[config.mk]
export PLATFORM = sky130hd
export DESIGN_NAME = cov_readout
export DESIGN_NICKNAME = d
export VERILOG_FILES = /design/src/rtl/cov_readout.sv
export SDC_FILE = /design/constraint.sdc
export NUM_CORES = 1
export LEC_CHECK = 0
export BUFFER_PORTS_ARGS = -buffer_cell sky130_fd_sc_hd__buf_2
export CAP_MARGIN = 20
export CORE_ASPECT_RATIO = 0.75
export CORE_MARGIN = 8
export CORE_UTILIZATION = 50
export DETAILED_ROUTE_END_ITERATION = 6
export PLACE_DENSITY = 0.68
export RECOVER_POWER = 100
export SLEW_MARGIN = 40
export SYNTH_ARGS = -nofsm -noshare
export SYNTH_HDL_FRONTEND = slang
export SYNTH_SLANG_ARGS = --single-unit
[constraint.sdc]
create_clock -name clock -period 6.62 [get_ports clock]
set_input_delay 0.662 -clock clock [delete_from_list [all_inputs] [get_ports clock]]
set_output_delay 0.662 -clock clock [all_outputs]
set_load 0.01 [all_outputs]
[src/rtl/cov_readout.sv]
// Toggle-coverage collector: per-point saturating toggle counters, a registered
// covered summary, and a snapshot-and-stream dump port with valid/ready handshake.
module cov_readout #(
  parameter int unsigned NUM_POINTS = 16,
  parameter int unsigned CNT_WIDTH  = 16,
  localparam int unsigned IDX_WIDTH = ($clog2(NUM_POINTS) > 1) ? $clog2(NUM_POINTS) : 1,
  localparam int unsigned SUM_WIDTH = $clog2(NUM_POINTS + 1)
) (
  input  logic                  clock,
  input  logic                  reset,
  input  logic                  cov_en,
  input  logic [NUM_POINTS-1:0] sig_in,
  input  logic                  clr_req,
  input  logic                  dump_req,
  output logic                  dump_busy,
  output logic                  out_valid,
  input  logic                  out_ready,
  output logic [IDX_WIDTH-1:0]  out_idx,
  output logic [CNT_WIDTH-1:0]  out_count,
  output logic                  out_last,
  output logic [SUM_WIDTH-1:0]  covered_count,
  output logic                  covered_all
);

  localparam logic [CNT_WIDTH-1:0] CNT_MAX  = '1;
  localparam logic [IDX_WIDTH-1:0] LAST_IDX = IDX_WIDTH'(NUM_POINTS - 1);

  typedef enum logic {IDLE, SEND} state_t;

  state_t                 state;
  logic [IDX_WIDTH-1:0]   ptr;
  logic [IDX_WIDTH-1:0]   ptr_nxt;
  logic [NUM_POINTS-1:0]  last_val;
  logic [NUM_POINTS-1:0]  toggle;
  logic [CNT_WIDTH-1:0]   cnt    [NUM_POINTS];
  logic [CNT_WIDTH-1:0]   shadow [NUM_POINTS];
  logic [SUM_WIDTH-1:0]   cov_sum;

  // Toggle detection against the last value seen while enabled
  always_comb begin
    toggle  = sig_in ^ last_val;
    ptr_nxt = IDX_WIDTH'(ptr + 1'b1);
  end

  // Live counters: clear wins over increment, saturate at all-ones
  always_ff @(posedge clock) begin
    if (reset) begin
      last_val <= '0;
      for (int i = 0; i < NUM_POINTS; i++) cnt[i] <= '0;
    end else begin
      if (cov_en) last_val <= sig_in;
      for (int i = 0; i < NUM_POINTS; i++) begin
        if (clr_req)
          cnt[i] <= '0;
        else if (cov_en && toggle[i] && (cnt[i] != CNT_MAX))
          cnt[i] <= CNT_WIDTH'(cnt[i] + 1'b1);
      end
    end
  end

  // Number of points whose live counter is nonzero
  always_comb begin
    cov_sum = '0;
    for (int i = 0; i < NUM_POINTS; i++)
      cov_sum = SUM_WIDTH'(cov_sum + SUM_WIDTH'(cnt[i] != '0));
  end

  // Registered coverage summary
  always_ff @(posedge clock) begin
    if (reset) begin
      covered_count <= '0;
      covered_all   <= 1'b0;
    end else begin
      covered_count <= cov_sum;
      covered_all   <= (cov_sum == SUM_WIDTH'(NUM_POINTS));
    end
  end

  // Dump FSM: snapshot counters, then stream one record per accepted handshake
  always_ff @(posedge clock) begin
    if (reset) begin
      state     <= IDLE;
      ptr       <= '0;
      dump_busy <= 1'b0;
      out_valid <= 1'b0;
      out_idx   <= '0;
      out_count <= '0;
      out_last  <= 1'b0;
      for (int i = 0; i < NUM_POINTS; i++) shadow[i] <= '0;
    end else begin
      case (state)
        IDLE: begin
          if (dump_req) begin
            shadow    <= cnt;
            ptr       <= '0;
            state     <= SEND;
            dump_busy <= 1'b1;
            out_valid <= 1'b1;
            out_idx   <= '0;
            out_count <= cnt[0];
            out_last  <= 1'b0;
          end
        end
        SEND: begin
          if (out_ready) begin
            if (ptr == LAST_IDX) begin
              state     <= IDLE;
              ptr       <= '0;
              dump_busy <= 1'b0;
              out_valid <= 1'b0;
              out_idx   <= '0;
              out_count <= '0;
              out_last  <= 1'b0;
            end else begin
              ptr       <= ptr_nxt;
              out_idx   <= ptr_nxt;
              out_count <= shadow[ptr_nxt];
              out_last  <= (ptr_nxt == LAST_IDX);
            end
          end
        end
        default: state <= IDLE;
      endcase
    end
  end

endmodule

==> flow_summary.toml, run 1 <==
[placed_design]
dp_slack_ps = 1960
numPortBuffers = 50
gp_congestion = 0.933
dp_hpwl_um = 50000

[detailed_routing]
drt_iter0_drc = 2552
ant_nets = 0
first_pass_iters = 6
viasPerCell = 5.93
drc = 0
wire_per_inst_um = 19.1
routed_wl_um = 72500
via_count = 22500

[die]
num_rows = 72
die_h_um = 214
die_x_um = 281
ioPinCount = 51
die_area_um2 = 60100
initial_core_util_pct = 50.7
core_um2 = 51700

[synthesis]
synthArstFlopShare_pct = 0
ys_seq_elements = 557
ys_types = 59
ys.flop_type = "dfxtp_1"
syn_nets = 3209
synth_area_um2 = 26200
yosysWarnings = 0
syn_area_per_cell_um2 = 8.36
syn_inst = 3138
ys_seq_area_share_pct = 42.5
synth_enable_flop_cells = 0

[layout]
areaGrowthSynthToFinish_pct = 9.28
multi_input_area_um2 = 14100
drive_gt1_share_pct = 7.57
regArea_um2 = 11200
final_nets = 3122
fillers = 4791

[critical_path]
worstPathRequired_ps = 7100
crit_fanout = 38
endpoint_kind = "register"
cp_data_arrival_time_ps = 5570
start_kind = "register"
path_class = "reg2reg"

[timing]
fin_crit_ps = 5090
fin_tns_setup_ps = 0
period_share_pct = 76.8
setup_viol_count_final = 0
maxSlewViolCount = 576
grt_setup_unrepaired = "no"
tightest_slew_ps = 3930
slew_headroom_pct = -162
fin_skew_ps = 35.2
timing.fmax_mhz = 197
setup_slack_ps = 1530
hold_viol_final = 0

[cts]
path_clk_slew_ps = 70
numCtsBuffers = 54
postCtsSetupBuffers = 0
hold_buffers = 0
htreeDepth = 2
cts_root_buf = "clkbuf_16"
cts_tree = "built"
insertion_delay_ps = 610
cts_buffer_depth = 3
cts_sinks = 557
postCtsResizedCells = 0

[grt]
grt_usage_pct = 23.2
grt_pass1_vias = 20800
grt_max_degree = 189
overflow = 0
antenna_found_initial = 2
grt_pass1_wl_um = 115000

[power]
p_leak_nw = 9.15
powerDensity_nw_per_um2 = 247
ir_drop_v = 0.000177

[worst_hold_path]
min-delay-path-class = "in2reg"

[job]
maxCapViolations = 7

[status]
status = "complete, but fails checks"
failed_checks = "max-capacitance violations, max-slew violations"
[state kept, by name, summed over array words and instances, names as in the netlist]
register and count:
last_val 16, out_valid 1, cnt 256, ptr 4
covered_count 5, out_last 1, shadow 256, state 1
covered_all 1, out_count 16
[cell usage after synthesis (41+ instances only)]
master	n	area share, %
mux4_2	64	5.5
mux2i_1	41	1.6
a211oi_1	52	1.5
nand4_1	81	1.9
a21oi_1	352	6.7
dfxtp_1	557	42
nor4_1	78	1.9
nand2_1	634	9.1
clkbuf_1	186	2.7
nor3_1	64	1.2
xnor2_1	152	5.1
inv_1	75	1.1
nor2_1	273	3.9
nand3_1	94	1.8
[final cells by class]
type / count / area share (%)
inverter: 76 / 0.995
clock buffer: 73 / 5.38
clock inverter: 24 / 1.17
multi-input combinational: 2292 / 49.1
tap: 703 / 3.07
timing repair buffer: 70 / 1.34
antenna: 2 / 0.0175
sequential: 557 / 38.9
[worst paths after layout]
kind	slack, ps	end	cells after the start	from
worst min-delay path	320	last_val[15]	3	sig_in[15]
worst max-delay path	1530	out_count[15]	5	ptr[0]
worst max register to register	1530	out_count[15]	5	ptr[0]
worst min register to register	450	shadow[47]	2	shadow[47]
[where the power goes]
group | leakage [nW] | total [W] | switching (W) | internal, W
logic | 3.73 | 0.000388 | 0.000281 | 0.000107
registers | 4.49 | 0.00340 | 0.0000280 | 0.00337
clock network | 0.929 | 0.00330 | 0.00136 | 0.00194
total | 9.15 | 0.00709 | 0.00167 | 0.00542
[placed cells by master (no fill, tap or decap), drive strengths merged, types with 32 or more instances in the layout]
cell type  synthesis  final
dfxtp            557    557
nor2             273    273
ha                39     39
and4              32     32
clkbuf           188    111
nand4             81     81
o21ai             32     32
xor2              37     37
mux2i             41     41
xnor2            152    152
inv               76     79
buf               25     32
nor3              64     64
a21oi            352    352
mux4              64     64
nor4              78     78
a211oi            52     52
nand3             95     95
nand2            634    634
and3              38     38
[through the flow]
step	std cells	util [%]	area [um^2]	total power, W	hold WS [ps]
detailed placement	3698	51.9	26800	0.00387	447
global placement	3697	51.8	26800	0.00385	441
finish	3797	55.5	28700	0.00709	320
floorplan	3138	-	26200	0.00374	433
CTS	3795	55.5	28700	0.00714	302
global route	3795	55.4	28700	0.00732	319
[worst max-delay path: stages, from the launching register on]
cell and delay, ps:
dfxtp_2 1170, clkbuf_1 2060, mux4_2 740, mux2i_1 390
nor4_1 90, a311o_1 480
[routing by layer]
layer | part of all wire (%) | up-vias | global-route usage, % | routed length (um)
li1 | - | 10800 | - | -
met1 | 47 | 10800 | 34.5 | 33900
met2 | 43 | 768 | 34.2 | 31400
met3 | 7.0 | 118 | 3.79 | 5100
met4 | 3.0 | 0 | 6.89 | 2140
met5 | 0 | - | 0 | 0
[cells by family after synthesis]
family	after synthesis	synth area share, %
XOR/XNOR	189	6.31
adder cells (fa/ha/maj)	49	2.62
flip-flops	557	42.5
buffers and inverters	289	4.20
multiplexers	121	7.74
AO/OA/AOI/OAI	530	11.8
AND/OR/NAND/NOR	1403	24.8
(Power assumes the default switching activity.)
==> run 2, diff against run 1 <==
clock period = 5.3 ns   (was 6.62 ns; I/O delays follow)
==> run 2 against run 1 <==
The run still ends with max-capacitance violations, max-slew violations left. Critical endpoint is now covered_all. Final cell count about the same. Power is 24% higher. Via count increased by 0.51%. Clock power rose by 22%. Design area increased by 0.24%. First-iteration DRC count fell by 9.2%.
==> flow_summary.toml, run 2 (synthesis gave the netlist of run 1 again) <==
[critical_path]
path_delay_family = "adder cells"
cp_slowest_stage_delay_ps = 550
start_kind = "register"
cp.depth = 18
cp_data_arrival_time_ps = 5290
crit_buf_inv = 6
crit_top_cell = "inv_1"
worstPathRequired_ps = 5840
endpoint_kind = "register"
crit_chain = "inv_1, ha_1, nor4b_1, and4_1, fa_1, inv_1, fa_1, fa_1, inv_1, fa_1, inv_1, ha_1, inv_1, fa_1, inv_1, a21oi_1, nor3b_1, and3_1"
path_class = "reg2reg"
slowest_stage = "fa_1"
crit_fanout = 6
rr_worst_depth = 18

[grt]
antenna_found_initial = 3
grt_pass1_vias = 20600
grt_pass1_wl_um = 116000
grt_usage_pct = 23.4
overflow = 0
grt_max_degree = 142

[detailed_routing]
via_count = 22600
drc = 0
ant_nets = 0
drt_iter0_drc = 2317
viasPerCell = 5.96
routed_wl_um = 72700
wire_per_inst_um = 19.1
first_pass_iters = 7

[timing]
slew_headroom_pct = -76.0
maxSlewViolCount = 199
timing.fmax_mhz = 211
fin_crit_ps = 4750
tightest_slew_ps = 2640
fin_tns_setup_ps = 0
grt_setup_unrepaired = "no"
hold_viol_final = 0
period_share_pct = 89.5
fin_skew_ps = 11.8
setup_viol_count_final = 0

[die]
die_area_um2 = 60100
ioPinCount = 51
num_rows = 72
die_x_um = 281
initial_core_util_pct = 50.7
die_h_um = 214
core_um2 = 51700

[cts]
insertion_delay_ps = 610
numCtsBuffers = 54
cts_root_buf = "clkbuf_16"
cts_buffer_depth = 3
postCtsResizedCells = 0
postCtsSetupBuffers = 0
cts_tree = "built"
path_clk_slew_ps = 60
htreeDepth = 2
hold_buffers = 0
cts_sinks = 557

[worst_hold_path]
whs_path_depth = 3
min-delay-path-class = "in2reg"

[placed_design]
placed_cells = 3701
dp_hpwl_um = 50100
place_area_um2 = 27000
gp_congestion = 0.925
numPortBuffers = 50

[layout]
layout_commonest_cell = "nand2_1"
design_area_um2 = 28700
instances_no_fill = 3799
drive_gt1_share_pct = 7.27
fillers = 4745
layout_common_cells = "nand2_1 (634), dfxtp_1 (557), a21oi_1 (352), nor2_1 (272), xnor2_1 (152)"
final_nets = 3126
areaGrowthSynthToFinish_pct = 9.54
diodes = 0
reg_top3 = "cnt x256, shadow x256"

[power]
powerDensity_nw_per_um2 = 305
p_leak_nw = 9.18
ir_drop_v = 0.000242

[status]
failed_checks = "max-capacitance violations, max-slew violations"
status = "complete, but fails checks"

[job]
maxCapViolations = 3
run 2: where the power goes:
group | switching, W | internal (W)
Clock | 0.00169 | 0.00235
Combinational | 0.000354 | 0.000143
Sequential | 0.0000321 | 0.00421
run 2: metrics by stage:
stage | power, W | setup WS [ps] | util (%) | hold slack [ps]
after detailed placement | 0.00484 | 658 | 52.1 | 447
after global routing | 0.00907 | 206 | 55.6 | 196
after CTS | 0.00885 | 562 | 55.7 | 163
after global placement | 0.00482 | 708 | 51.9 | 440
after floorplan | 0.00467 | 1060 | - | 433
final | 0.00877 | 555 | 55.6 | 185
run 2: worst paths after layout:
path | start | end | slack (ps)
worst max-delay path | cnt[192] | covered_all | 550
worst min register to register | shadow[62] | shadow[62] | 450
worst min-delay path | sig_in[13] | last_val[13] | 190
worst max register to register | cnt[192] | covered_all | 550
run 2: worst min-delay path, stage by stage:
cell and delay (ps):
buf_2 90, mux2i_1 60, nor2_1 70
run 2: per-layer routing:
layer  global-route usage [%]  up-vias  wire [um]
met3                     3.40      130       5130
li1                         -    10800          -
met5                        0        -         13
met2                     34.8      793      31700
met4                     6.48        2       1940
met1                     35.0    10900      33900
run 2: final cells by class:
| cell class | count | area, um^2 | area share, % |
|---|---|---|---|
| multi-input combinational | 2292 | 14000 | 48.9 |
| sequential | 557 | 11200 | 38.8 |
| clock buffer | 83 | 1660 | 5.78 |
| tap | 703 | 880 | 3.06 |
| timing repair buffer | 74 | 529 | 1.84 |
| inverter | 76 | 285 | 0.993 |
| clock inverter | 14 | 194 | 0.675 |
==> run 3, diff against run 2 <==
--- a/config.mk
+++ b/config.mk
@@ -10,6 +10,5 @@
 export CORE_ASPECT_RATIO = 0.75
-export CORE_MARGIN = 8
 export CORE_UTILIZATION = 50
 export DETAILED_ROUTE_END_ITERATION = 6
-export PLACE_DENSITY = 0.68
+export PLACE_DENSITY = 0.7
 export RECOVER_POWER = 100
==> constraint.sdc (replaced) <==
create_clock -name clock -period 4.35 [get_ports clock]
set_input_delay 0.435 -clock clock [delete_from_list [all_inputs] [get_ports clock]]
set_output_delay 0.435 -clock clock [all_outputs]
set_load 0.1 [all_outputs]
==> run 3 against run 2 <==
The run ends with design-rule violations, max-capacitance violations, max-slew violations, negative setup slack left. Clock skew up 4.3 ps. Routed wire length up 2.6%. Die area down 11%. Hold slack worse by 77 ps. Sequential power up 22%. Critical endpoint unchanged. Largest power group unchanged.
==> flow_summary.toml, run 3 (synthesis gave the netlist of run 1 again) <==
[status]
status = "complete, but fails checks"
failed_checks = "design-rule violations, max-capacitance violations, max-slew violations, negative setup slack"

[grt]
grt_usage_pct = 27.4
grt_pass1_vias = 21600
grt_max_degree = 131
antenna_found_initial = 2
overflow = 0
grt_pass1_wl_um = 118000

[cts]
insertion_delay_ps = 590
htreeDepth = 2
cts_tree = "built"
cts_sinks = 557
numCtsBuffers = 54
hold_buffers = 0
cts_root_buf = "clkbuf_16"
cts_buffer_depth = 3
path_clk_slew_ps = 60

[die]
num_rows = 72
initial_core_util_pct = 50.7
ioPinCount = 51
die_x_um = 267
core_um2 = 51700
die_area_um2 = 53400
die_h_um = 200

[critical_path]
start_kind = "register"
cp_data_arrival_time_ps = 4880
worstPathRequired_ps = 4830
crit_fanout = 2
path_class = "reg2reg"
endpoint_kind = "register"

[placed_design]
dp_hpwl_um = 52100
numPortBuffers = 50
place_area_um2 = 28100
gp_congestion = 0.905
placed_cells = 3860

[power]
p_leak_nw = 10.1
ir_drop_v = 0.000290
powerDensity_nw_per_um2 = 358

[layout]
diodes = 0
fillers = 4658
reg_top3 = "cnt x256, shadow x256"
layout_common_cells = "nand2_1 (634), dfxtp_1 (546), a21oi_1 (352), nor2_1 (272), buf_4 (167)"
areaGrowthSynthToFinish_pct = 14.5
drive_gt1_share_pct = 13.2
final_nets = 3286
layout_commonest_cell = "nand2_1"
design_area_um2 = 30000
instances_no_fill = 3958

[detailed_routing]
drt_iter0_drc = 2384
viasPerCell = 5.89
drc = 12
wire_per_inst_um = 18.9
routed_wl_um = 74700
ant_nets = 0
via_count = 23300
first_pass_iters = 7

[timing]
timing.fmax_mhz = 227
setup_viol_count_final = 1
fin_crit_ps = 4400
grt_setup_unrepaired = "yes"
slew_headroom_pct = -78.3
period_share_pct = 101
maxSlewViolCount = 224
hold_viol_final = 0
fin_skew_ps = 16.1
worst_hold_slack_ps = 109
setup_slack_ps = -49.2
tightest_slew_ps = 2670

[worst_hold_path]
min-delay-path-class = "in2reg"

[job]
maxCapViolations = 5
-- run 3: cell count changes in the layout (fill, tap and decap cells not counted), sizes merged --
cell,before,now
clkbuf,117,116
clkinv,7,14
inv,77,76
buf,40,196
clkinvlp,2,0
-- run 3: final cells by class --
cell class | instances | area (um^2) | area share, %
multi-input cells | 2292 | 14200 | 47.3
flip-flops and latches | 557 | 11200 | 37.2
repair buffers | 234 | 1670 | 5.55
clock buffers | 78 | 1650 | 5.48
well taps | 703 | 880 | 2.93
inverters | 76 | 285 | 0.950
clock inverters | 18 | 190 | 0.633
-- run 3: per-stage QoR --
step / setup WS (ps) / setup TNS, ps / power [W] / util (%)
after detailed placement: -309 / -798 / 0.00598 / 54.4
after CTS: -58.1 / -58.1 / 0.0108 / 58.1
after floorplan: 109 / 0 / 0.00577 / -
after global placement: -287 / -687 / 0.00596 / 54.3
after global routing: -140 / -247 / 0.0111 / 58.1
final: -49.2 / -49.2 / 0.0107 / 58.1
-- run 3: final timing paths --
check	from	end	slack (ps)	depth (start not counted)
hold / removal	sig_in[7]	last_val[7]	110	3
setup reg to reg	cnt[1]	covered_all	-50	16
setup / recovery	cnt[1]	covered_all	-50	16
hold reg to reg	shadow[106]	shadow[106]	450	2
-- run 3: what timing repair did --
action / 4_1_cts / 5_1_grt
endpoints found under the hold margin: 0 / 0
gates resized for setup: 18 / 28
endpoints found under the setup margin: 5 / 4
pin swaps: 14 / 17
buffers inserted: 3 / 1
-- run 3: metal layers --
metal  share of wire [%]  track usage (%)  vias up
met3                 8.3             5.80      146
met1                  45             39.3    11200
met5               0.017                0        -
li1                    -                -    11100
met2                  44             40.8      823
met4                 3.1             9.11        2
-- run 3: worst max-delay path, cell delays in order (launching register included) --
cell,delay [ps]
dfxtp_2,320
inv_2,70
ha_4,130
nor4b_4,230
nand4_1,280
fa_1,660
fa_1,480
fa_1,520
inv_2,40
fa_1,460
inv_1,70
ha_2,190
inv_2,40
fa_2,360
xor2_2,160
and3b_1,160
and3_1,130
-- run 3: where the power goes --
part	switching, W	internal [W]
sequential	0.0000248	0.00513
combinational	0.000524	0.000190
clock	0.00203	0.00284
